**config.mk**
```make
export PLATFORM = sky130hd
export DESIGN_NAME = uart_rx
export DESIGN_NICKNAME = d
export VERILOG_FILES = /design/src/rtl/uart_pkg.sv /design/src/rtl/sync_2ff.sv /design/src/rtl/uart_rx.sv
export SDC_FILE = /design/constraint.sdc
export NUM_CORES = 1
export LEC_CHECK = 0
export CORE_UTILIZATION = 35
export CTS_CLUSTER_DIAMETER = 100
export DETAILED_ROUTE_END_ITERATION = 8
export PLACE_DENSITY = 0.63
export SYNTH_ARGS = -nofsm -noshare
export SYNTH_HDL_FRONTEND = slang
export SYNTH_SLANG_ARGS = --single-unit
```
**constraint.sdc**
```tcl
create_clock -name i_clk -period 3.7 [get_ports i_clk]
set_clock_uncertainty 0.05 [all_clocks]
set_input_delay 0.37 -clock i_clk [delete_from_list [all_inputs] [get_ports i_clk]]
set_output_delay 0.37 -clock i_clk [all_outputs]
set_load 0.02 [all_outputs]
```
**src/rtl/uart_pkg.sv**
```systemverilog
// Shared UART definitions: receiver/transmitter state encodings
// and frame geometry.
package uart_pkg;

   typedef enum logic [2:0] {
      S_IDLE    = 3'd0,
      S_START   = 3'd1,
      S_DATA    = 3'd2,
      S_STOP    = 3'd3,
      S_CLEANUP = 3'd4
   } uart_state_e;

   localparam int DATA_BITS = 8;

endpackage

```
**src/rtl/sync_2ff.sv**
```systemverilog
// Two-flop synchroniser for an asynchronous pin.
// Resets to 1 so an idle-high line never looks active.
module sync_2ff (
   input  logic i_clk,
   input  logic i_rst_n,
   input  logic i_d,
   output logic o_q
);

   logic meta_q;
   logic sync_q;

   always_ff @(posedge i_clk or negedge i_rst_n) begin
      if (!i_rst_n) begin
         meta_q <= 1'b1;
         sync_q <= 1'b1;
      end else begin
         meta_q <= i_d;
         sync_q <= meta_q;
      end
   end

   assign o_q = sync_q;

endmodule

```
**src/rtl/uart_rx.sv**
```systemverilog
// 8N1 UART receiver: start qualified at mid-bit, data sampled
// at bit centres, one-cycle byte-valid and framing-error pulses.
module uart_rx
   import uart_pkg::*;
#(
   parameter int CLKS_PER_BIT = 868
) (
   input  logic       i_clk,
   input  logic       i_rst_n,
   input  logic       i_Rx_Serial,
   output logic       o_Rx_DV,
   output logic [7:0] o_Rx_Byte,
   output logic       o_Rx_Frame_Err,
   output logic       o_Rx_Active
);

   localparam int CW = $clog2(CLKS_PER_BIT);
   localparam logic [CW-1:0] HALF = CW'((CLKS_PER_BIT - 1) / 2);
   localparam logic [CW-1:0] LAST = CW'(CLKS_PER_BIT - 1);
   localparam logic [2:0] LAST_IDX = 3'(DATA_BITS - 1);

   logic rx_s;

   uart_state_e   state_q, state_d;
   logic [CW-1:0] cnt_q, cnt_d;
   logic [2:0]    idx_q, idx_d;
   logic [7:0]    shreg_q, shreg_d;
   logic [7:0]    byte_q, byte_d;
   logic          dv_q, dv_d;
   logic          ferr_q, ferr_d;
   logic          active_q, active_d;

   sync_2ff u_sync (
      .i_clk   (i_clk),
      .i_rst_n (i_rst_n),
      .i_d     (i_Rx_Serial),
      .o_q     (rx_s)
   );

   always_comb begin
      state_d  = state_q;
      cnt_d    = cnt_q;
      idx_d    = idx_q;
      shreg_d  = shreg_q;
      byte_d   = byte_q;
      dv_d     = 1'b0;
      ferr_d   = 1'b0;
      active_d = active_q;
      case (state_q)
         S_IDLE: begin
            cnt_d = '0;
            idx_d = '0;
            if (!rx_s) begin
               state_d  = S_START;
               active_d = 1'b1;
            end
         end
         S_START: begin
            if (cnt_q == HALF) begin
               cnt_d = '0;
               if (!rx_s) begin
                  state_d = S_DATA;
               end else begin
                  state_d  = S_IDLE;
                  active_d = 1'b0;
               end
            end else begin
               cnt_d = cnt_q + 1'b1;
            end
         end
         S_DATA: begin
            if (cnt_q == LAST) begin
               cnt_d          = '0;
               shreg_d[idx_q] = rx_s;
               if (idx_q == LAST_IDX) begin
                  state_d = S_STOP;
               end else begin
                  idx_d = idx_q + 3'd1;
               end
            end else begin
               cnt_d = cnt_q + 1'b1;
            end
         end
         S_STOP: begin
            if (cnt_q == LAST) begin
               cnt_d    = '0;
               active_d = 1'b0;
               state_d  = S_CLEANUP;
               if (rx_s) begin
                  byte_d = shreg_q;
                  dv_d   = 1'b1;
               end else begin
                  ferr_d = 1'b1;
               end
            end else begin
               cnt_d = cnt_q + 1'b1;
            end
         end
         // Hold off until the line is released so a break is not
         // mistaken for a fresh start bit.
         S_CLEANUP: begin
            if (rx_s) begin
               state_d = S_IDLE;
            end
         end
         default: begin
            state_d  = S_IDLE;
            cnt_d    = '0;
            idx_d    = '0;
            active_d = 1'b0;
         end
      endcase
   end

   always_ff @(posedge i_clk or negedge i_rst_n) begin
      if (!i_rst_n) begin
         state_q  <= S_IDLE;
         cnt_q    <= '0;
         idx_q    <= '0;
         shreg_q  <= '0;
         byte_q   <= '0;
         dv_q     <= 1'b0;
         ferr_q   <= 1'b0;
         active_q <= 1'b0;
      end else begin
         state_q  <= state_d;
         cnt_q    <= cnt_d;
         idx_q    <= idx_d;
         shreg_q  <= shreg_d;
         byte_q   <= byte_d;
         dv_q     <= dv_d;
         ferr_q   <= ferr_d;
         active_q <= active_d;
      end
   end

   assign o_Rx_DV        = dv_q;
   assign o_Rx_Byte      = byte_q;
   assign o_Rx_Frame_Err = ferr_q;
   assign o_Rx_Active    = active_q;

endmodule
```
==> metrics.csv, run 1 <==
stage,metric,value,unit
synth,yosys_warnings,0,
timing,setup_slack,1.37,ns
setup_path,rr_startpoint,cnt_q[0]$_DFFE_PN0N_,
power,max-vdd-ir-drop,253,uV
setup_path,cp_cell_sequence,ha_1 > nand4b_1 > nor3_4 > o32a_1 > o21ai_0 > a21o_1,
power,power_frac_seq,52.5,%
setup_path,critPathTopFamily,compound AO/OA/AOI/OAI gates,
synth,seq_area_frac_synth,50.6,%
timing,finalHoldViolations,0,
floorplan,coreArea,4880,um2
placement,portBuffers,13,
synth,mappedNetlistNets,175,
run,cap_violations,0,
setup_path,worstSetupStartpointType,flop,
synth,synth_edf_count,0,
finish,fin_cells,247,
timing,max_slew_margin,47.1,%
clock_network,cts_buffer_depth,2,
clock_network,cts_resized,0,
synth,syn_area_per_cell,10.9,um2
global_routing,grt_usage,13.7,%
detailed_routing,vias_per_cell,5.24,
setup_path,crit_buf_inv,0,
placement,dp_hpwl,2.34,mm
clock_network,clk_latency,0.28,ns
floorplan,initial_core_util,37.6,%
clock_network,clock-root-buffer,clkbuf_8,
setup_path,reg2reg_slack,1.37,ns
timing,fin_crit_sh,63.1,%
outcome,outcome,"finished, final reports clean",
placement,place_area,2000,um2
synth,synth-seq-cells,37,
global_routing,grt_max_degree,38,
detailed_routing,ant_nets,0,
clock_network,cts_max_level,2,
finish,stdcell_area,2120,um2
timing,tightestPinTransition,0.794,ns
detailed_routing,wl_per_cell,13.3,um
power,p_int,0.627,mW
clock_network,cts.sinks,37,
clock_network,postCtsSetupBuffers,0,
setup_path,cpMaxStageDelayCell,o32a_1,
global_routing,grt_pass1_vias,1224,
timing,rsz0062_at_grt,false,
synth,synthArstFlopShare,100,%
global_routing,antenna_found_initial,0,
synth,synthCells,168,
setup_path,critical_path_class,flop to flop,
floorplan,die_area,5530,um2
global_routing,grt_pass1_wl,5.60,mm
setup_path,cp_max_fo,20,
synth,ys.flop_type,dfrtp_1,
power,p_clk_share,46.2,%
setup_path,critPathCaptureType,flop,
placement,place.gp.congestion,0.823,
detailed_routing,drc,0,
clock_network,numCtsBuffers,5,
setup_path,crit_end,cnt_q[4]$_DFFE_PN0N_,
setup_path,path_depth,6,
clock_network,cts_tree,built,
timing,setup_viol,0,
synth,synth_area,1830,um2
timing,fmax,0.428,GHz
finish,drive_gt1_share,16.1,%
power,p_leak,0.941,nW
power,totalPowerFinal,0.777,mW
setup_path,cp.arrival,2.46,ns
power,swShare,19.3,%
detailed_routing,drtIter0Drc,48,
setup_path,cpPeakStageDelay,0.60,ns
placement,place_inst,239,
detailed_routing,vias,1294,
floorplan,fp.dieW,74.4,um
power,power.density,367,nW/um2
setup_path,required,3.83,ns
clock_network,clk_pin_slew,0.07,ns
synth,yosys.cell_types.count,41,
setup_path,startpoint,cnt_q[0]$_DFFE_PN0N_,
clock_network,ctsHoldBuffers,0,
setup_path,r2r_cells,6,
detailed_routing,routed_wl,3.29,mm
timing,whs,0.112,ns
timing,period_needed,2.33,ns
power,combinationalPowerShare,1.3,%
floorplan,die_h,74.4,um
floorplan,io_pins,14,
finish,diodes,0,
placement,place_ws,1.39,ns
finish,num-nets-final,186,
hold_path,min_path_type,input pin to asynchronous set/reset pin,
floorplan,rows,25,
finish,final_util,43.4,%
setup_path,timing.rr.end,cnt_q[4]$_DFFE_PN0N_,
timing,slew_violations,0,
timing,tns,0,ns
detailed_routing,drt-pass1-iter-count,4,
finish,area_growth,15.6,%
global_routing,grt_overflow,0,
power,p_switching,0.150,mW
-- kinds of logic after synthesis --
logic type | Yosys count | synth area share, %
adder cells (fa/ha/maj) | 4 | 2.73
buffers and inverters | 12 | 3.00
multiplexers | 17 | 10.3
AND/OR/NAND/NOR | 62 | 21.0
AO/OA/AOI/OAI | 36 | 12.3
flip-flops | 37 | 50.6
-- worst register-to-register path, delay by kind of cell, from the launching register on --
| family | cells | cell delay, ns |
|---|---|---|
| AND/OR/NAND/NOR | 2 | 0.50 |
| adder cells (fa/ha/maj) | 1 | 0.23 |
| flip-flops | 1 | 0.42 |
| AO/OA/AOI/OAI | 3 | 1.03 |
-- cell usage in the layout, fill, tap and decap left out, types with 4 or more instances in the layout --
cell	netlist	final
nand2b_1	4	4
dfrtp_1	35	35
clkbuf_8	0	6
nor3_1	5	5
clkdlybuf4s50_1	0	12
nor3b_1	8	8
and3_1	5	5
o21ai_0	17	17
a21o_1	7	7
nor2_1	9	9
nand3_1	4	4
ha_1	4	4
nand2_1	10	10
mux2_2	15	15
-- layer usage --
| metal | wire length, um | global-route usage (%) |
|---|---|---|
| met1 | 1490 | 16.7 |
| met2 | 1650 | 21.8 |
| met3 | 84 | 2.85 |
| met4 | 68 | 9.22 |
| met5 | 0 | 0 |
-- Yosys cell counts, types with 2 or more instances --
cell type | number | area [um2]
dfrtp_1 | 35 | 876
o21ai_0 | 17 | 85.1
mux2_2 | 15 | 169
nand2_1 | 10 | 37.5
nor2_1 | 9 | 33.8
nor3b_1 | 8 | 60.1
a21o_1 | 7 | 52.6
and3_1 | 5 | 31.3
nor3_1 | 5 | 25.0
clkbuf_1 | 4 | 15.0
ha_1 | 4 | 50.1
nand2b_1 | 4 | 25.0
nand3_1 | 4 | 20.0
a22oi_1 | 3 | 22.5
inv_1 | 3 | 11.3
nand3b_1 | 3 | 22.5
nor2b_1 | 3 | 18.8
buf_2 | 2 | 10.0
buf_4 | 2 | 15.0
dfstp_2 | 2 | 52.6
mux2i_1 | 2 | 20.0
o211ai_1 | 2 | 15.0
-- cell type report --
| class | instances | area (um2) |
|---|---|---|
| Fill cell | 475 | 2760 |
| Multi-Input combinational cell | 119 | 851 |
| Inverter | 3 | 11.3 |
| Tap cell | 67 | 83.8 |
| Clock inverter | 2 | 37.5 |
| Timing Repair Buffer | 13 | 125 |
| Clock buffer | 6 | 82.6 |
| Sequential cell | 37 | 928 |
-- registers in the layout, summed over array words and instances, names as in the netlist --
name	count
u_sync.meta_q	1
o_Rx_Frame_Err	1
o_Rx_Active	1
u_sync.o_q	1
o_Rx_Byte	8
cnt_q	10
state_q	3
idx_q	3
shreg_q	8
o_Rx_DV	1
-- power by group through the flow --
stage,clock network [mW],registers [mW],logic [mW]
6_report,0.359,0.408,0.00993
2_1_floorplan,0,0.414,0.00203
5_1_grt,0.387,0.408,0.0122
3_3_place_gp,0,0.416,0.0106
4_1_cts,0.372,0.408,0.0107
3_5_place_dp,0,0.416,0.0107
-- how the worst min path moves through the flow --
stage	startpoint	end	slack, ns	cells after the start
6_report	i_rst_n	cnt_q[3]$_DFFE_PN0N_	0.11	1
5_1_grt	i_rst_n	cnt_q[3]$_DFFE_PN0N_	0.18	1
4_1_cts	i_rst_n	cnt_q[3]$_DFFE_PN0N_	0.14	1
3_5_place_dp	u_sync.meta_q$_DFF_PN1_	u_sync.o_q$_DFF_PN1_	0.30	0
3_3_place_gp	u_sync.meta_q$_DFF_PN1_	u_sync.o_q$_DFF_PN1_	0.30	0
2_1_floorplan	i_rst_n	cnt_q[0]$_DFFE_PN0N_	0.02	0
Power figures use the tool's default switching activity.
==> run 2: changes to the inputs <==
Clock period 3.7 ns to 2.3 ns, I/O delays scaled along.
==> run 2 against run 1 <==
The run now ends with negative hold slack left. Combinational power up 64%. Via count is 0.85% higher. Design area increased by 1.2%. Clock power grew 57%. Power is 59% higher. Fmax is 11% higher. Utilization increased by 0.54 points. First-iteration DRC count grew 79%. Routed wire length grew 8.0%. Cell count up 1.6%. Sequential share of layout area fell by 0.54 points. Largest power group unchanged.
==> metrics.csv, run 2 (synthesized netlist as in run 1, its figures left out) <==
stage,metric,value,unit,change
detailed_routing,routed_wl,3.55,mm,was 3.29 mm
global_routing,grt_overflow,0,,unchanged
clock_network,numCtsBuffers,5,,unchanged
detailed_routing,drt-pass1-iter-count,4,,unchanged
setup_path,critPathCaptureType,flop,,unchanged
timing,rsz0062_at_grt,true,,was false
detailed_routing,ant_nets,0,,unchanged
clock_network,cts_max_level,2,,unchanged
global_routing,grt_pass1_vias,1269,,was 1224
placement,dp_hpwl,2.53,mm,was 2.34 mm
timing,fin_crit_sh,91.7,%,was 63.1%
setup_path,rr_startpoint,cnt_q[0]$_DFFE_PN0N_,,unchanged
finish,num-nets-final,190,,was 186
setup_path,cpPeakStageDelay,0.42,ns,was 0.60 ns
timing,slew_violations,0,,unchanged
hold_path,min_path_type,input pin to asynchronous set/reset pin,,unchanged
floorplan,fp.dieW,74.4,um,unchanged
run,cap_violations,0,,unchanged
setup_path,cp_max_fo,6,,was 20
finish,largest_register_ffs,10,,unchanged
floorplan,rows,25,,unchanged
setup_path,worstSetupStartpointType,flop,,unchanged
floorplan,die_area,5530,um2,unchanged
clock_network,cts_tree,built,,unchanged
clock_network,clk_pin_slew,0.07,ns,about the same
setup_path,reg2reg_slack,0.19,ns,was 1.37 ns
detailed_routing,vias_per_cell,5.20,,was 5.24
finish,largest_register,cnt_q,,unchanged
floorplan,die_h,74.4,um,unchanged
finish,area_growth,17.0,%,was 15.6%
timing,tightestPinTransition,0.822,ns,was 0.794 ns
placement,portBuffers,13,,unchanged
timing,setup_viol,0,,unchanged
clock_network,cts.sinks,37,,unchanged
clock_network,cts_buffer_depth,2,,unchanged
setup_path,critical_path_class,flop to flop,,unchanged
setup_path,r2r_cells,6,,unchanged
timing,finalHoldViolations,28,,was 0
outcome,outcome,"finished, violations left",,"was finished, final reports clean"
clock_network,clock-root-buffer,clkbuf_8,,unchanged
finish,fillCellCount,496,,was 475
power,power.density,577,nW/um2,was 367 nW/um2
placement,place_ws,0.118,ns,was 1.39 ns
global_routing,grt_usage,14.5,%,was 13.7%
finish,seq_area,928,um2,unchanged
timing,tns,0,ns,unchanged
setup_path,cpMaxStageDelayCell,dfrtp_1,,was o32a_1
detailed_routing,drtIter0Drc,86,,was 48
timing,whs,-0.0244,ns,was 0.112 ns
placement,place.gp.congestion,0.811,,was 0.823
detailed_routing,drc,0,,unchanged
clock_network,clk_latency,0.29,ns,was 0.28 ns
setup_path,timing.rr.end,shreg_q[0]$_DFFE_PN0P_,,was cnt_q[4]$_DFFE_PN0N_
finish,final_cell_mix,"dfrtp_1, o21ai_0, mux2_2",,unchanged
timing,max_slew_margin,45.2,%,was 47.1%
setup_path,required,2.42,ns,was 3.83 ns
clock_network,postCtsSetupBuffers,0,,unchanged
timing,setup_slack,0.190,ns,was 1.37 ns
timing,period_needed,2.11,ns,was 2.33 ns
detailed_routing,vias,1305,,was 1294
floorplan,initial_core_util,37.6,%,unchanged
floorplan,coreArea,4880,um2,unchanged
global_routing,grt_max_degree,38,,unchanged
floorplan,io_pins,14,,unchanged
clock_network,cts_resized,0,,unchanged
global_routing,antenna_found_initial,0,,unchanged
finish,mostFrequentLayoutCell,dfrtp_1,,unchanged
finish,diodes,0,,unchanged
setup_path,cp.arrival,2.23,ns,was 2.46 ns
setup_path,cp_cell_sequence,ha_1 > nand4b_1 > nor3_4 > nand3b_1 > nor3_1 > mux2_2,,was ha_1 > nand4b_1 > nor3_4 > o32a_1 > o21ai_0 > a21o_1
power,p_leak,0.960,nW,was 0.941 nW
finish,drive_gt1_share,18.5,%,was 16.1%
finish,multi_input_area,852,um2,was 851 um2
clock_network,ctsHoldBuffers,0,,unchanged
outcome,violations,negative hold slack,,
detailed_routing,wl_per_cell,14.1,um,was 13.3 um
power,max-vdd-ir-drop,317,uV,was 253 uV
global_routing,grt_pass1_wl,6.07,mm,was 5.60 mm
timing,fmax,0.474,GHz,was 0.428 GHz
## run 2: cell count changes in the layout (fill, tap and decap cells not counted), sizes merged
cell / change
buf: +4
clkbuf: -1
clkinv: +1
## run 2: stage by stage
step / std cells / power, mW / instance area, um2 / util, %
floorplan: 168 / 0.670 / 1830 / -
global placement: 243 / 0.686 / 2030 / 41.6
detailed placement: 243 / 0.687 / 2030 / 41.6
CTS: 251 / 1.25 / 2140 / 43.9
global route: 251 / 1.28 / 2150 / 44.0
finish: 251 / 1.24 / 2150 / 44.0
## run 2: final cells by class
| type | instances | share of cell area (%) |
|---|---|---|
| clock buffer | 5 | 3.21 |
| clock inverter | 3 | 2.16 |
| inverter | 3 | 0.525 |
| multi-input combinational | 119 | 39.7 |
| sequential | 37 | 43.3 |
| tap | 67 | 3.91 |
| timing repair buffer | 17 | 7.23 |
## run 2: worst max-delay path by stage
stage / slack [ns] / startpoint / cells past startpoint / endpoint
2_1_floorplan: 0.41 / cnt_q[0]$_DFFE_PN0N_ / 6 / shreg_q[4]$_DFFE_PN0P_
3_3_place_gp: 0.22 / cnt_q[0]$_DFFE_PN0N_ / 5 / o_Rx_Byte[4]$_DFFE_PN0P_
3_5_place_dp: 0.12 / cnt_q[0]$_DFFE_PN0N_ / 5 / o_Rx_Byte[4]$_DFFE_PN0P_
4_1_cts: 0.09 / cnt_q[0]$_DFFE_PN0N_ / 5 / o_Rx_Byte[4]$_DFFE_PN0P_
5_1_grt: -0.02 / cnt_q[0]$_DFFE_PN0N_ / 6 / shreg_q[0]$_DFFE_PN0P_
6_report: 0.19 / cnt_q[0]$_DFFE_PN0N_ / 6 / shreg_q[0]$_DFFE_PN0P_
## run 2: worst max-delay path, delay by kind of cell, from the launching register on
family | cells | cell delay (ns)
fa+ha+maj | 1 | 0.21
flops | 1 | 0.42
mux | 1 | 0.37
simple gates | 4 | 0.94
## run 2: report_power, final
group / internal [mW] / total, mW / switching [mW]
clock: 0.324 / 0.564 / 0.240
combinational: 0.00270 / 0.0163 / 0.0136
sequential: 0.653 / 0.657 / 0.00338
## run 2: routing by layer
layer	up-vias	GRT usage, %	share of wire (%)
li1	636	-	-
met1	649	18.7	46
met2	14	23.6	51
met3	6	4.07	2.2
met4	0	5.03	1.4
met5	-	0	0
==> run 3: changes to the inputs <==
Settings changed: ABC_CLOCK_PERIOD_IN_PS set to 2300.
==> results of run 3 <==
Final layout, timing and power as in run 2 (identical DEF).
